## src/rtl/bus_wait_ctl.sv

```systemverilog
// Memory-side bus controller: zero-wait fast port plus a req/ack bridge for the slow region, stalling the CPU via RDY.
// Optional access timeout with sticky bus_err is enabled by defining BUS_TIMEOUT_EN.
module bus_wait_ctl #(
    parameter logic [7:0] SLOW_BASE = 8'hC0,
    parameter int         TIMEOUT   = 255
) (
    input  logic        clk,
    input  logic        RST,
    input  logic [15:0] AD,
    input  logic [7:0]  DO,
    input  logic        WE,
    output logic [7:0]  DI,
    output logic        RDY,
    output logic [15:0] mem_addr,
    output logic [7:0]  mem_wdata,
    output logic        mem_we,
    input  logic [7:0]  mem_rdata,
    output logic [15:0] ext_addr,
    output logic [7:0]  ext_wdata,
    output logic        ext_we,
    output logic        ext_req,
    input  logic        ext_ack,
    input  logic [7:0]  ext_rdata,
    output logic        bus_err
);

    typedef enum logic [1:0] {
        S_IDLE = 2'd0,
        S_WAIT = 2'd1,
        S_DONE = 2'd2
    } state_t;

    state_t      state_reg;
    state_t      state_next;
    logic        slow_hit;
    logic        timeout_hit;
    logic [15:0] ext_addr_reg;
    logic [7:0]  ext_wdata_reg;
    logic        ext_we_reg;
    logic        ext_req_reg;
    logic [7:0]  rdata_q_reg;
    logic        sel_slow_reg;

    assign slow_hit  = (AD[15:8] >= SLOW_BASE);
    assign mem_addr  = AD;
    assign mem_wdata = DO;
    assign mem_we    = WE & ~slow_hit;
    // The DONE cycle is the one where the CPU is allowed to complete the slow access.
    assign RDY       = ~(slow_hit & (state_reg != S_DONE));
    assign DI        = sel_slow_reg ? rdata_q_reg : mem_rdata;

    assign ext_addr  = ext_addr_reg;
    assign ext_wdata = ext_wdata_reg;
    assign ext_we    = ext_we_reg;
    assign ext_req   = ext_req_reg;

`ifdef BUS_TIMEOUT_EN
    localparam logic [7:0] CNT_LAST = 8'(TIMEOUT - 1);

    logic [7:0] cnt_reg;
    logic       bus_err_reg;

    assign timeout_hit = (cnt_reg == CNT_LAST);
    assign bus_err     = bus_err_reg;

    always_ff @(posedge clk or posedge RST) begin
        if (RST) begin
            cnt_reg     <= 8'd0;
            bus_err_reg <= 1'b0;
        end else begin
            if ((state_reg == S_WAIT) && !ext_ack) begin
                cnt_reg <= cnt_reg + 8'd1;
            end else begin
                cnt_reg <= 8'd0;
            end
            // Ack in the same cycle as the timeout wins and leaves bus_err alone.
            if ((state_reg == S_WAIT) && !ext_ack && timeout_hit) begin
                bus_err_reg <= 1'b1;
            end
        end
    end
`else
    logic [7:0] unused_timeout;

    assign unused_timeout = 8'(TIMEOUT);
    assign timeout_hit    = 1'b0;
    assign bus_err        = 1'b0;
`endif

    always_ff @(posedge clk or posedge RST) begin
        if (RST) begin
            state_reg <= S_IDLE;
        end else begin
            state_reg <= state_next;
        end
    end

    always_comb begin
        state_next = state_reg;
        case (state_reg)
            S_IDLE: if (slow_hit) state_next = S_WAIT;
            S_WAIT: if (ext_ack || timeout_hit) state_next = S_DONE;
            S_DONE: state_next = S_IDLE;
            default: state_next = S_IDLE;
        endcase
    end

    always_ff @(posedge clk or posedge RST) begin
        if (RST) begin
            ext_addr_reg  <= 16'h0000;
            ext_wdata_reg <= 8'h00;
            ext_we_reg    <= 1'b0;
            ext_req_reg   <= 1'b0;
            rdata_q_reg   <= 8'h00;
            sel_slow_reg  <= 1'b0;
        end else begin
            sel_slow_reg <= (state_reg == S_DONE);
            case (state_reg)
                S_IDLE: begin
                    if (slow_hit) begin
                        ext_addr_reg  <= AD;
                        ext_wdata_reg <= DO;
                        ext_we_reg    <= WE;
                        ext_req_reg   <= 1'b1;
                    end
                end
                S_WAIT: begin
                    if (ext_ack) begin
                        if (!ext_we_reg) begin
                            rdata_q_reg <= ext_rdata;
                        end
                        ext_req_reg <= 1'b0;
                    end else if (timeout_hit) begin
                        rdata_q_reg <= 8'hFF;
                        ext_req_reg <= 1'b0;
                    end
                end
                default: begin
                end
            endcase
        end
    end

endmodule

```

## config.mk

```make
export PLATFORM = sky130hd
export DESIGN_NAME = bus_wait_ctl
export DESIGN_NICKNAME = d
export VERILOG_FILES = /design/src/rtl/bus_wait_ctl.sv
export SDC_FILE = /design/constraint.sdc
export NUM_CORES = 1
export LEC_CHECK = 0
export CAP_MARGIN = 20
export CELL_PAD_IN_SITES_DETAIL_PLACEMENT = 0
export CELL_PAD_IN_SITES_GLOBAL_PLACEMENT = 1
export CORE_MARGIN = 5
export CORE_UTILIZATION = 26
export CTS_BUF_LIST = sky130_fd_sc_hd__clkbuf_8 sky130_fd_sc_hd__clkbuf_16
export CTS_CLUSTER_SIZE = 16
export DETAILED_ROUTE_END_ITERATION = 10
export PLACE_DENSITY = 0.75
export SLEW_MARGIN = 20
export SYNTH_ARGS = -nofsm -noshare
export SYNTH_HDL_FRONTEND = slang
export SYNTH_SLANG_ARGS = --single-unit
```

## constraint.sdc

```tcl
create_clock -name clk -period 1.6 [get_ports clk]
set_clock_uncertainty 0.2 [all_clocks]
set_input_delay 0.24 -clock clk [delete_from_list [all_inputs] [get_ports clk]]
set_output_delay 0.24 -clock clk [all_outputs]
set_load 0.01 [all_outputs]
```

Yosys cells after proc, flatten, opt, wreduce, memory -nomap -nowiden
Cells that the tools add are included.

Bits in registers: 37.

$lt $le $gt $ge: 1. Eq/ne operators: 5. Muxes and demuxes: 7. Bitwise operators: 5. Reductions and logical operators: 6.

Operator list (count): $ge A8 B8 Y1 const B (1); $mux W8 (1); $ne A2 B2 Y1 const B (3); $reduce_and A3 Y1 (2); $mux W2 (2); $pmux W2 S2 (1); $reduce_and A2 Y1 (2); $not A1 Y1 (3); $and A1 B1 Y1 (2); $eq A2 B1 Y1 const B (1); $eq A2 B2 Y1 const B (1); $logic_not A2 Y1 (1); $mux W1 (2); $pmux W1 S2 (1); $reduce_bool A2 Y1 (1).

Longest topological paths before layout
Depth after elaboration: 3. Mapped depth: 4. Depth with buffers taken out: 2.

Worst setup path after synthesis
No wires, ideal clock.

Path kind: flip-flop to flip-flop. From: register state_reg[0]. To: register ext_addr_reg[0] (netlist: ext_addr[0]). Setup time: 0.125 ns. Arrival time: 1.276 ns. Required time: 1.275 ns. Path slack: -0.002 ns. Stages on the path, launching flop included: 5. Buffers on the path: 2. Period minus slack after synthesis: 1.602 ns. Cells stage by stage: dfrtp_1 -> nor4bb_1 -> buf_4 -> buf_12 -> mux2_4.

Word-level cells in the longest chain between the ends: 2.

Ends and longest elaborated chain: start, declared (line 33) `state_t state_reg;`; start signal, assigned (line 94) `state_reg <= state_next;`; $logic_not A2 Y1 (line 118) `case (state_reg)`; $reduce_and A2 Y1 (no source line); end signal, assigned (line 110) `ext_addr_reg <= 16'h0000;`; end signal, assigned (line 121) `ext_addr_reg <= AD;`; end, declared (line 37) `logic [15:0] ext_addr_reg;`.

Every way passes these cells. A chain may end at the register's enable or synchronous reset.

Worst setup path in the final report
From: register state_reg[1]. To: register ext_wdata_reg[1] (netlist: ext_wdata[1]).

Word-level cells in the longest chain between the ends: 2.

Ends and longest elaborated chain: $logic_not A2 Y1 (line 118); $reduce_and A2 Y1 (no source line); end signal, assigned (line 111) `ext_wdata_reg <= 8'h00;`; end signal, assigned (line 122) `ext_wdata_reg <= DO;`; end, declared (line 38) `logic [7:0] ext_wdata_reg;`.

Every way passes these cells.

==> out/metrics.csv <==
stage,metric,value,unit
sta,fin_ws,-0.179,ns
worst_hold_path,hold_path_class,in2async,
detailed_routing,vias,1342,
worst_setup_path,worst_setup_path_start_kind,flop,
sta,fin_setup_tns,-4.92,ns
floorplanning,ios,105,
finish,largest_reg_flops,16,
cts,clkSinkCount,37,
finish,final_area,0.00322,mm2
finish,layout-drive-gt1-share,41.3,%
detailed_routing,drc,0,
worst_setup_path,max_stage_delay,0.39,ns
synth,ys_ff_latch,37,
finish,fin_nets,283,
synth,syn_nets,168,
floorplanning,die_h,93.4,um
power_and_ir_drop,p_per_area,1040,mW/mm2
worst_setup_path,crit_path_end_kind,flop,
worst_setup_path,reg2reg_to,ext_wdata[1],
sta,finalCritPeriodShare,111,%
detailed_routing,first_pass_iters,4,
cts,numCtsBuffers,5,
place,place_congestion,0.706,
cts,clk_pin_slew_worst_paths,0.08,ns
global_route,grt_max_degree,38,
job,maxCapViolations,0,
sta,hold_viol,0,
detailed_routing,viasPerCell,3.99,
place,dpl_cell_area,0.00298,mm2
synth,syn_area,0.00181,mm2
sta,fin_crit,1.78,ns
floorplanning,num_rows,30,
place,dpl.hpwl,3190,um
floorplanning,initial_core_util,26.6,%
worst_setup_path,slowest_stage,dfrtp_1,
cts,cts_hold_buf,0,
synth,ys_seq_area_share,51.2,%
global_route,grt_pass1_vias,1373,
sta,drv_slew,0,
sta,max_freq,562,MHz
power_and_ir_drop,ir_drop,379,uV
worst_setup_path,path_cells,buf_6 > nor4bb_4 > buf_4 > clkbuf_16 > mux2_4,
global_route,grt_overflow_total,0,
worst_setup_path,r2r-start,state_reg[1],
worst_setup_path,cp_data_required_time,1.57,ns
worst_setup_path,rrSetupSlack,-0.18,ns
worst_setup_path,critPathKind,reg2reg,
detailed_routing,wl,4720,um
cts,clock_latency,0.29,ns
synth,syn_inst,124,
sta,hold_ws,0.0823,ns
worst_setup_path,rr_worst_depth,5,
cts,htreeDepth,2,
global_route,antenna_found_initial,0,
cts,clock-root-buffer,clkbuf_8,
detailed_routing,wl_per_cell,14.0,um
synth,ys_types,19,
finish,antenna_cells,0,
outcome,outcome,finished with violations,
floorplanning,die_w,93.4,um
cts,cts_tree,done,
place,port_buffers,103,
floorplanning,dieArea,0.00872,mm2
sta,rsz0062_at_grt,yes,
floorplanning,coreArea,0.00679,mm2
synth,yosysWarnings,0,
cts,clock_path_buffers,2,
worst_setup_path,crit_fanout,5,
outcome,violations,setup timing,
finish,syn_to_final_growth,78.2,%
synth,avgSynthCellArea,14.6,um2
power_and_ir_drop,p_leak,1.51,nW
sta,setup_viol,40,
detailed_routing,drtIter0Drc,40,
finish,final_util,47.4,%
worst_setup_path,critical_path_arrival,1.75,ns
detailed_routing,ant_nets,0,
global_route,grt_pass1_wl,7220,um
global_route,grt_usage,10.9,%
worst max-delay path: cells and delay by family (launching register included):
kind / cells / cell delay [ns]
DFF: 1 / 0.39
buffers and inverters: 3 / 0.50
and+or+nand+nor: 1 / 0.29
muxes: 1 / 0.29
routing by layer:
metal	vias up	track usage [%]	wire length [um]
li1	630	-	-
met1	646	14.1	2180
met2	61	16.7	2100
met3	5	3.62	363
met4	0	4.40	74
met5	-	0	0
where the power goes:
part,leakage [nW],internal [mW],switching (mW)
registers,0.432,1.21,0.150
clock network,0.0542,0.390,0.335
logic,1.02,0.847,0.413
total,1.51,2.45,0.898
synth_stat cells (all sizes together):
cell,count,share of area (%)
a21boi,1,0.42
conb,1,0.21
nor4bb,1,0.55
buf,29,13
clkbuf,1,0.21
or4bb,1,0.62
mux2,39,28
nand2b,4,1.4
a21oi,1,0.28
dfrtp,37,51
nand3b,2,0.83
nor2b,2,0.69
o211ai,1,0.42
and4bb,1,0.69
inv,2,0.42
and2,1,0.35
timing repair:
action | CTS | global route
setup endpoints to repair | 90 | 46
setup buffers | 4 | 1
cloned | 2 | 1
pin swaps | 2 | 1
gates resized for setup | 123 | 6
through the flow:
step / std cells / power [mW] / setup WS, ns
final: 336 / 3.34 / -0.179
after floorplan: 124 / 1.95 / -0.00156
after global placement: 320 / 2.61 / -0.419
after detailed placement: 320 / 2.62 / -0.465
after global routing: 336 / 3.55 / -0.237
after CTS: 334 / 3.39 / -0.147
layout by cell type, fill, tap and decap left out, drive strengths merged:
cell	n
a21boi	1
nand2b	4
and2	1
or4bb	1
buf	43
dlygate4sd2	48
o211ai	1
nand3b	2
nor2b	2
and4bb	1
clkdlybuf4s50	43
nor4bb	1
conb	1
inv	1
a21oi	1
clkbuf	11
dfrtp	37
clkinv	2
mux2	39
logic make-up (layout without fill, tap and decap cells):
logic type	count (synthesis)	count (layout)	synth area share (%)
compound gates	3	3	1.11
buf+inv	32	148	13.9
flops	37	37	51.2
mux	39	39	28.4
other cells	1	1	0.207
simple gates	12	12	5.12
final cells by class:
type	instances	area, um2
Clock buffer	7	96.3
Clock inverter	1	5.00
Fill cell	645	3570
Inverter	2	7.51
Multi-Input combinational cell	55	723
Sequential cell	37	927
Tap cell	96	120
Timing Repair Buffer	138	1340
how the worst max path moves through the flow:
stage / startpoint / end / cells after the start
after floorplan: state_reg[0] / ext_addr[0] / 4
after global placement: AD[14] / ext_addr[11] / 4
after detailed placement: AD[14] / ext_addr[13] / 4
after CTS: state_reg[1] / ext_wdata[1] / 5
after global routing: state_reg[1] / ext_addr[4] / 5
final: state_reg[1] / ext_wdata[1] / 5
Power figures use the tool's default switching activity.
